## config.mk

```make
export PLATFORM = sky130hd
export DESIGN_NAME = pcg_permute_pipe_flat
export DESIGN_NICKNAME = d
export VERILOG_FILES = /design/src/rtl/pcg_permute_pipe_pkg.sv /design/src/rtl/pcg_permute_pipe_if.sv /design/src/rtl/pcg_permute_pipe_rotr.sv /design/src/rtl/pcg_permute_pipe.sv /design/src/flat_wrapper.sv
export SDC_FILE = /design/constraint.sdc
export NUM_CORES = 1
export LEC_CHECK = 0
export CORE_ASPECT_RATIO = 0.8
export CORE_MARGIN = 2
export CORE_UTILIZATION = 32
export DETAILED_ROUTE_END_ITERATION = 8
export SYNTH_ARGS = -nofsm -noshare
export SYNTH_HDL_FRONTEND = slang
export SYNTH_SLANG_ARGS = --single-unit
```

## constraint.sdc

```tcl
create_clock -name clk -period 6.63 [get_ports clk]
set_input_delay 1.989 -clock clk [delete_from_list [all_inputs] [get_ports clk]]
set_output_delay 1.989 -clock clk [all_outputs]
set_load 0.02 [all_outputs]
```

## src/rtl/pcg_permute_pipe_pkg.sv

```systemverilog
// ---------------------------------------------------------------------------
// pcg_pkg
// Shared definitions for the PCG output-permutation pipeline:
//   - mode encodings carried alongside each beat
//   - default widths / xorshift distance used by the top and its interface
//   - rotr_f: reference rotate-right at the default output width
// Optional feature macro used by the top: PCG_PERMUTE_STATS_EN.
// ---------------------------------------------------------------------------
`timescale 1ns/1ps
package pcg_pkg;

   localparam logic PCG_MODE_XSHRR = 1'b0;   // xorshift + data-dependent rotate
   localparam logic PCG_MODE_XSH   = 1'b1;   // xorshift only (debug/bypass)

   localparam int PCG_STATE_W_DEF = 128;
   localparam int PCG_OUT_W_DEF   = 64;
   localparam int PCG_XSHIFT_DEF  = 6;

   // Width wrapper for rotr_f; the function is bound to this width.
   localparam int PCG_ROTR_W   = PCG_OUT_W_DEF;
   localparam int PCG_ROTR_A_W = $clog2(PCG_ROTR_W);

   function automatic logic [PCG_ROTR_W-1:0] rotr_f(
      input logic [PCG_ROTR_W-1:0]   value,
      input logic [PCG_ROTR_A_W-1:0] amount
   );
      logic [2*PCG_ROTR_W-1:0] dbl;
      dbl = {value, value} >> amount;
      return dbl[PCG_ROTR_W-1:0];
   endfunction

endpackage

```

## src/rtl/pcg_permute_pipe_if.sv

```systemverilog
// ---------------------------------------------------------------------------
// pcg_permute_pipe_if
// Valid/ready stream bundle for the permutation pipe.
//   in_valid/in_ready/in_data/in_mode : LCG state words in
//   out_valid/out_ready/out_data      : permuted words out
// Modports: master (producer/consumer side), slave (the pipe).
// ---------------------------------------------------------------------------
`timescale 1ns/1ps
interface pcg_permute_pipe_if
   import pcg_pkg::*;
#(
   parameter int STATE_W = PCG_STATE_W_DEF,
   parameter int OUT_W   = PCG_OUT_W_DEF
);
   logic               in_valid;
   logic               in_ready;
   logic [STATE_W-1:0] in_data;
   logic               in_mode;
   logic               out_valid;
   logic               out_ready;
   logic [OUT_W-1:0]   out_data;

   modport master (
      output in_valid, in_data, in_mode, out_ready,
      input  in_ready, out_valid, out_data
   );

   modport slave (
      input  in_valid, in_data, in_mode, out_ready,
      output in_ready, out_valid, out_data
   );
endinterface

```

## src/rtl/pcg_permute_pipe_rotr.sv

```systemverilog
// ---------------------------------------------------------------------------
// pcg_rotr
// Combinational barrel rotate-right, one mux layer per amount bit.
//   i_value  [W-1:0]       word to rotate
//   i_amount [log2(W)-1:0] rotate distance (0 passes the word unchanged)
//   o_value  [W-1:0]       rotated word
// ---------------------------------------------------------------------------
`timescale 1ns/1ps
module pcg_rotr #(
   parameter int W = 64,
   localparam int A_W = $clog2(W)
)(
   input  logic [W-1:0]   i_value,
   input  logic [A_W-1:0] i_amount,
   output logic [W-1:0]   o_value
);
   logic [W-1:0] w_stage [0:A_W];

   assign w_stage[0] = i_value;

   for (genvar k = 0; k < A_W; k++) begin : g_layer
      localparam int SH = 1 << k;
      assign w_stage[k+1] = i_amount[k] ? {w_stage[k][SH-1:0], w_stage[k][W-1:SH]}
                                        : w_stage[k];
   end

   assign o_value = w_stage[A_W];
endmodule

```

## src/rtl/pcg_permute_pipe.sv

```systemverilog
// ---------------------------------------------------------------------------
// pcg_permute_pipe
// PCG output permutation: xorshift, truncate, data-dependent rotate-right.
// Two register stages with valid/ready flow control and full backpressure.
//   clk        clock
//   rst        synchronous active-low reset
//   bus        pcg_permute_pipe_if.slave (in_* stream in, out_* stream out)
//   out_count  [31:0] completed output transfers     (PCG_PERMUTE_STATS_EN)
//   mode1_seen [0:0]  sticky: a mode-1 beat completed (PCG_PERMUTE_STATS_EN)
// ---------------------------------------------------------------------------
`timescale 1ns/1ps
module pcg_permute_pipe
   import pcg_pkg::*;
#(
   parameter int STATE_W = PCG_STATE_W_DEF,
   parameter int OUT_W   = PCG_OUT_W_DEF,
   parameter int XSHIFT  = PCG_XSHIFT_DEF
)(
   input  logic              clk,
   input  logic              rst,
   pcg_permute_pipe_if.slave bus
`ifdef PCG_PERMUTE_STATS_EN
   ,
   output logic [31:0]       out_count,
   output logic [0:0]        mode1_seen
`endif
);
   localparam int ROT_W = $clog2(OUT_W);

   if (STATE_W < OUT_W + ROT_W) begin : g_bad_width
      $error("pcg_permute_pipe: STATE_W must be >= OUT_W + log2(OUT_W)");
   end
   if ((OUT_W < 8) || ((OUT_W & (OUT_W - 1)) != 0)) begin : g_bad_out_w
      $error("pcg_permute_pipe: OUT_W must be a power of two >= 8");
   end
   if ((XSHIFT < 1) || (XSHIFT >= STATE_W)) begin : g_bad_xshift
      $error("pcg_permute_pipe: XSHIFT must be in [1, STATE_W)");
   end

   // Whole pipe advances together; only a stalled, full output stage blocks it.
   logic w_en;
   assign w_en         = !bus.out_valid || bus.out_ready;
   assign bus.in_ready = w_en;

   // ---- stage 0 -> 1: xorshift, truncate, capture rotate field ----
   logic signed [STATE_W-1:0] w_x_p0;
   logic [OUT_W-1:0]          w_t_p0;
   logic [ROT_W-1:0]          w_rot_p0;

   assign w_x_p0   = bus.in_data ^ (bus.in_data >> XSHIFT);
   assign w_t_p0   = w_x_p0[STATE_W-ROT_W-1 -: OUT_W];
   // Rotate amount comes from the raw state, not the xorshifted word.
   assign w_rot_p0 = bus.in_data[STATE_W-1 -: ROT_W];

   logic             r_vld_p1;
   logic [OUT_W-1:0] r_t_p1;
   logic [ROT_W-1:0] r_rot_p1;
   logic             r_mode_p1;

   always_ff @(posedge clk) begin
      if (!rst) begin
         r_vld_p1  <= 1'b0;
         r_t_p1    <= '0;
         r_rot_p1  <= '0;
         r_mode_p1 <= PCG_MODE_XSHRR;
      end else if (w_en) begin
         r_vld_p1 <= bus.in_valid;
         if (bus.in_valid) begin
            r_t_p1    <= w_t_p0;
            r_rot_p1  <= w_rot_p0;
            r_mode_p1 <= bus.in_mode;
         end
      end
   end

   // ---- stage 1 -> 2: rotate (bypassed in XSH mode by forcing amount 0) ----
   logic [ROT_W-1:0] w_amt_p1;
   logic [OUT_W-1:0] w_res_p1;

   assign w_amt_p1 = (r_mode_p1 == PCG_MODE_XSH) ? '0 : r_rot_p1;

   pcg_rotr #(.W(OUT_W)) u_rotr (
      .i_value  (r_t_p1),
      .i_amount (w_amt_p1),
      .o_value  (w_res_p1)
   );

   logic             r_vld_p2;
   logic [OUT_W-1:0] r_data_p2;

   always_ff @(posedge clk) begin
      if (!rst) begin
         r_vld_p2  <= 1'b0;
         r_data_p2 <= '0;
      end else if (w_en) begin
         r_vld_p2 <= r_vld_p1;
         if (r_vld_p1) begin
            r_data_p2 <= w_res_p1;
         end
      end
   end

   assign bus.out_valid = r_vld_p2;
   assign bus.out_data  = r_data_p2;

`ifdef PCG_PERMUTE_STATS_EN
   logic        r_mode_p2;
   logic [31:0] r_out_count;
   logic        r_mode1_seen;
   logic        w_done_p2;

   assign w_done_p2 = r_vld_p2 && bus.out_ready;

   always_ff @(posedge clk) begin
      if (!rst) begin
         r_mode_p2    <= PCG_MODE_XSHRR;
         r_out_count  <= '0;
         r_mode1_seen <= 1'b0;
      end else begin
         if (w_en && r_vld_p1) begin
            r_mode_p2 <= r_mode_p1;
         end
         if (w_done_p2) begin
            r_out_count <= r_out_count + 32'd1;
            if (r_mode_p2 == PCG_MODE_XSH) begin
               r_mode1_seen <= 1'b1;
            end
         end
      end
   end

   assign out_count  = r_out_count;
   assign mode1_seen = r_mode1_seen;
`endif
endmodule
```

## src/flat_wrapper.sv

```systemverilog
// flat-port wrapper written by rule: the top's interface ports become plain ports
module pcg_permute_pipe_flat import pcg_pkg::*;
#(
   parameter int STATE_W = PCG_STATE_W_DEF,
   parameter int OUT_W   = PCG_OUT_W_DEF,
   parameter int XSHIFT  = PCG_XSHIFT_DEF
)
  (clk, rst, bus_in_valid, bus_in_data, bus_in_mode, bus_out_ready, bus_in_ready, bus_out_valid, bus_out_data);
  pcg_permute_pipe_if #(.STATE_W(STATE_W), .OUT_W(OUT_W)) bus_i ();
  input  logic clk;
  input  logic rst;
  input wire logic [$bits(bus_i.in_valid)-1:0] bus_in_valid;
  input wire logic [$bits(bus_i.in_data)-1:0] bus_in_data;
  input wire logic [$bits(bus_i.in_mode)-1:0] bus_in_mode;
  input wire logic [$bits(bus_i.out_ready)-1:0] bus_out_ready;
  output wire logic [$bits(bus_i.in_ready)-1:0] bus_in_ready;
  output wire logic [$bits(bus_i.out_valid)-1:0] bus_out_valid;
  output wire logic [$bits(bus_i.out_data)-1:0] bus_out_data;
  assign bus_i.in_valid = bus_in_valid;
  assign bus_i.in_data = bus_in_data;
  assign bus_i.in_mode = bus_in_mode;
  assign bus_i.out_ready = bus_out_ready;
  assign bus_in_ready = bus_i.in_ready;
  assign bus_out_valid = bus_i.out_valid;
  assign bus_out_data = bus_i.out_data;
  pcg_permute_pipe #(.STATE_W(STATE_W), .OUT_W(OUT_W), .XSHIFT(XSHIFT)) u_core (.clk(clk), .rst(rst), .bus(bus_i));
endmodule
```

Word level (Yosys, flattened, before mapping)
Cells that the tools add are included.
W data, S select, Z words.

word-level totals
  flip-flop bits (word level) = 137
  input port bits = 133
  output and inout bits = 66
  logic and storage cells = 18

operators by class
  muxes and demuxes = 7
  bitwise gates (word level) = 1
  reductions and logical operators = 4

operator list
  kind                 count
  $mux W64             6
  $xor A122 B122 Y122  1
  $mux W6              1
  $reduce_and A2 Y1    2
  $logic_not A1 Y1     1
  $logic_or A1 B1 Y1   1

Depth between registers and ports, before layout
  depth in word-level cells = 7
  gate-level depth with buffers = 10
  gate-level depth less buffers = 6

Modules after synthesis
From an unflattened synthesis, not the netlist that was laid out.

second synthesis, totals
  cells, all modules = 764
  area, all modules = 10089.7 µm²

by module, submodules not included
  module            instances  cells an instance  area an instance (µm²)  sequential area each (µm²)
  pcg_permute_pipe  1          530                5481.5                  2742.6
  pcg_rotr          1          234                4608.2                  0.0

Worst setup path after synthesis
Ideal clock, no wire load.

  path kind = input to output
  from = input bus_out_ready
  to = output bus_in_ready
  arrival = 2.403 ns
  required time = 4.641 ns
  setup slack = 2.238 ns
  stages = 3
  path buffers = 1
  path through = nor2b_1 buf_2 inv_1

between the ends
  cells in the longest elaborated chain, start to end = 1

RTL lines
  element             RTL line                source
  start: declaration  flat_wrapper.sv:15      input wire logic [$bits(bus_i.out_ready)-1:0] bus_out_ready;
  $logic_or A1 B1 Y1  pcg_permute_pipe.sv:42  assign w_en = !bus.out_valid || bus.out_ready;
  end: declaration    flat_wrapper.sv:16      output wire logic [$bits(bus_i.in_ready)-1:0] bus_in_ready;

No other way between the ends.

Worst setup path after layout
Ends and elaborated chain as after synthesis.

==> key figures <==
Power and ir drop
  • Psw: 1120 uW
  • Int Power: 2020 uW
  • P_leak: 0.00485 uW
  • Register share of total power: 32.0%
  • VDD IR-drop max: 0.175 mV
  • Combinational cell fraction of total power: 31.6%
  • Power density cells: 244 nW/um2
  • Clock power share: 36.4%
  • Switching part of the total: 35.8%

Clocking
  • CTS tree: built
  • Clock Tree Root: clkbuf_16
  • CTS Buf Count: 17
  • # clock sinks: 137
  • CTS H-tree lvls: 4
  • Cts repair resizes: 0
  • Post-CTS Setup Bufs: 0
  • CTS max path bufs: 2
  • Post-CTS Hold Fix Bufs: 0
  • Skew-Pair Late Insertion Delay: 470 ps
  • Clock slew at reported path FFs: 60 ps

Yosys
  • Mapped Area: 10600 um2
  • Synth Area in Adders: 0%
  • Top-count cell post-synth: nand2_1
  • Syn avg cell area: 8.24 um2
  • Top FF cell, synth: dfxtp_1
  • Xor and xnor area share after synthesis: 5.27%
  • Simple-gate area share of the yosys netlist: 15.3%
  • Post-synthesis sequential area ratio: 25.8%
  • Yosys warns: 0
  • Synth top area share: 25.8%
  • Synth cell types: 71
  • Post-Synthesis Cells: 1291
  • Synth Area in Compound Gates: 36.7%
  • Yosys reg bits: 137
  • Mux share of post-synthesis cell area: 10.4%
  • Fraction of registers with async set/reset: 0%
  • Largest family of logic cells by synthesized area: compound AO/OA/AOI/OAI gates
  • Dominant cell type by area after synthesis: dfxtp_1
  • Post-synth net total: 1424
  • Area contributors post-synth: dfxtp_1, mux2i_1, a22oi_1
  • Most frequent cells after synthesis: nand2_1, dfxtp_1, mux2i_1
  • Post-synth EDFFs: 0

Critical path
  • Worst reg2reg path endpoint: u_core.bus.out_data[7]$_SDFFE_PN0P_
  • Crit Path Max Fanout: 9
  • Crit. path cell count: 5
  • Worst path slowest cell: clkdlybuf4s50_1
  • Biggest cell delay along the critical path: 630 ps
  • Reg2reg setup slack: 2770 ps
  • Critical Path End Type: output port
  • Crit. Startpoint: bus_out_ready
  • Crit path arrival time: 3440 ps
  • CP most frequent cell: clkdlybuf4s50_1
  • Reg2reg path depth: 7
  • Worst Setup EP: bus_in_ready
  • Reg-to-Reg Start: u_core.r_mode_p1$_SDFFE_PN0P_
  • Startpoint Class: input pin
  • CP bufs+invs: 4
  • Crit-path cells: clkdlybuf4s50_1, nor2b_1, buf_4, inv_1, clkdlybuf4s50_1
  • Worst endpoint required time: 4640 ps
  • Kind of critical path: in -> out
  • CP delay by family, top: buffers and inverters

GRT
  • Total grt overflow: 0
  • Largest net degree at the start of global routing: 135
  • Initial antenna violation count: 1
  • Vias in the first global route: 10.6k
  • All-Layer GR Usage: 26.6%
  • First-pass GRT wire length: 70400 um

Floorplan
  • Die ar.: 34700 um2
  • Core ar.: 32600 um2
  • I/O pin cnt: 199
  • Die X: 208 um
  • Die height: 167 um
  • Initial Util: 32.6%
  • FP Rows: 59

STA
  • Setup violations, final: 0
  • Final min period: 5430 ps
  • Max_slew headroom: 23.2%
  • Slew @ Worst Pin: 1150 ps
  • RSZ-0062 raised after global routing: false
  • Clk_skew: 14.3 ps
  • Slew Viols, Final: 0
  • Sum Neg Setup Slack: 0 ps
  • Highest clock rate: 184 MHz
  • Setup ws final: 1200 ps
  • Period utilization: 81.9%
  • Hold Violations, Final: 0

Place
  • Placed cell areas: 12100 um2
  • GPL Wtd Cong: 1.02
  • HPWL after detailed placement: 34600 um
  • Worst slack at placement: 1200 ps
  • Number of port buffers: 140

Detailed routing
  • Vias post-DR: 11.4k
  • Drt first-iter violations: 1381
  • Vias per Instance: 6.34
  • Drc violations: 0
  • Final wirelength: 47100 um
  • Routed len/inst: 26.2 um
  • Routed Antenna Nets: 0
  • Pre-antenna DRT Iters: 6

Layout
  • Fin area: 12800 um2
  • Filler cell count in the final layout: 3385
  • Area of the multi-input gates: 7230 um2
  • Share of layout cells above drive strength 1: 7.38%
  • Layout Nets: 1488
  • Post-layout util: 39.4%
  • Reg area: 2750 um2
  • Layout area overhead: 20.8%
  • ANT cells: 0

Status
  • Status: complete, no violations

Flow run
  • Max-cap check violation count: 0

Hold path
  • Hold Crit Class: reg -> reg
[cells in the final DEF (no fill, tap or decap), types with 4 or more instances in the layout]
master,count
buf_4,26
a221oi_1,15
o211ai_2,5
nand3_1,29
a21oi_1,26
o21a_1,4
o22ai_1,63
nand2_1,186
o22a_1,28
bufinv_16,6
nand2b_1,6
a222oi_1,7
o21bai_1,4
a21boi_0,8
nor2b_1,4
a221o_1,12
o21ai_0,54
nand4_1,9
a2bb2oi_1,17
o221ai_1,17
a22oi_1,93
xnor2_1,64
mux2_2,4
dfxtp_1,135
clkbuf_16,18
mux2i_1,102
o211ai_1,50
a211oi_1,5
nor3b_1,28
clkdlybuf4s50_1,139
a22o_1,5
nor2_1,63
o2111ai_1,6
o211a_1,64
[tightest hold or removal path: cells and delay by family (launching register included)]
kind            cells  cell delay, ps
simple gates        1              50
compound gates      1              60
flops               1             320
[sequential cells by signal, summed over array words and instances (netlist names)]
| signal | cells |
|---|---|
| u_core.r_t_p1 | 64 |
| u_core.bus.out_data | 64 |
| u_core.r_rot_p1 | 6 |
| u_core.r_vld_p1 | 1 |
| u_core.bus.out_valid | 1 |
| u_core.r_mode_p1 | 1 |
[kinds of logic after synthesis]
logic type | after synthesis
AO/OA/AOI/OAI | 503
AND/OR/NAND/NOR | 352
flip-flops | 137
buffers and inverters | 127
multiplexers | 108
XOR/XNOR | 64
[area by class of cell]
type	count	share of cell area, %
clock buffer	22	3.78
clock inverter	10	1.65
inverter	5	0.146
multi-input combinational	1027	56.3
sequential	137	21.4
tap	427	4.16
timing repair buffer	167	12.6
[power by group through the flow]
stage | clock, uW | sequential [uW] | combinational, uW
6_report | 1140 | 1010 | 991
5_1_grt | 1190 | 1010 | 1050
4_1_cts | 1150 | 1000 | 969
3_5_place_dp | 0 | 1020 | 964
3_3_place_gp | 0 | 1020 | 961
2_1_floorplan | 0 | 1000 | 586
[worst min-delay path by stage]
stage | depth (start not counted) | from | slack (ps) | to
global route | 2 | u_core.bus.out_data[56]$_SDFFE_PN0P_ | 490 | u_core.bus.out_data[56]$_SDFFE_PN0P_
global placement | 2 | u_core.bus.out_data[47]$_SDFFE_PN0P_ | 460 | u_core.bus.out_data[47]$_SDFFE_PN0P_
floorplan | 2 | u_core.r_rot_p1[5]$_SDFFE_PN0P_ | 450 | u_core.r_rot_p1[5]$_SDFFE_PN0P_
detailed placement | 2 | u_core.bus.out_data[47]$_SDFFE_PN0P_ | 450 | u_core.bus.out_data[47]$_SDFFE_PN0P_
CTS | 2 | u_core.bus.out_data[56]$_SDFFE_PN0P_ | 470 | u_core.bus.out_data[56]$_SDFFE_PN0P_
finish | 2 | u_core.bus.out_data[56]$_SDFFE_PN0P_ | 470 | u_core.bus.out_data[56]$_SDFFE_PN0P_
[routing by layer]
metal	routed length (um)	GRT usage (%)	part of all wire, %	vias up
met5	0	0	0	-
met4	1430	8.51	3.0	0
met3	4430	7.26	9.4	93
met2	19900	39.4	42	577
met1	21300	37.2	45	5603
li1	-	-	-	5108
[stage by stage]
step	total power, uW	cells	hold slack (ps)
after floorplan	1590	1291	452
after global placement	1980	1763	458
after detailed placement	1980	1763	455
after CTS	3120	1795	473
after global routing	3250	1795	495
final	3140	1795	469
Note: power is estimated with default switching activity, not from simulation.
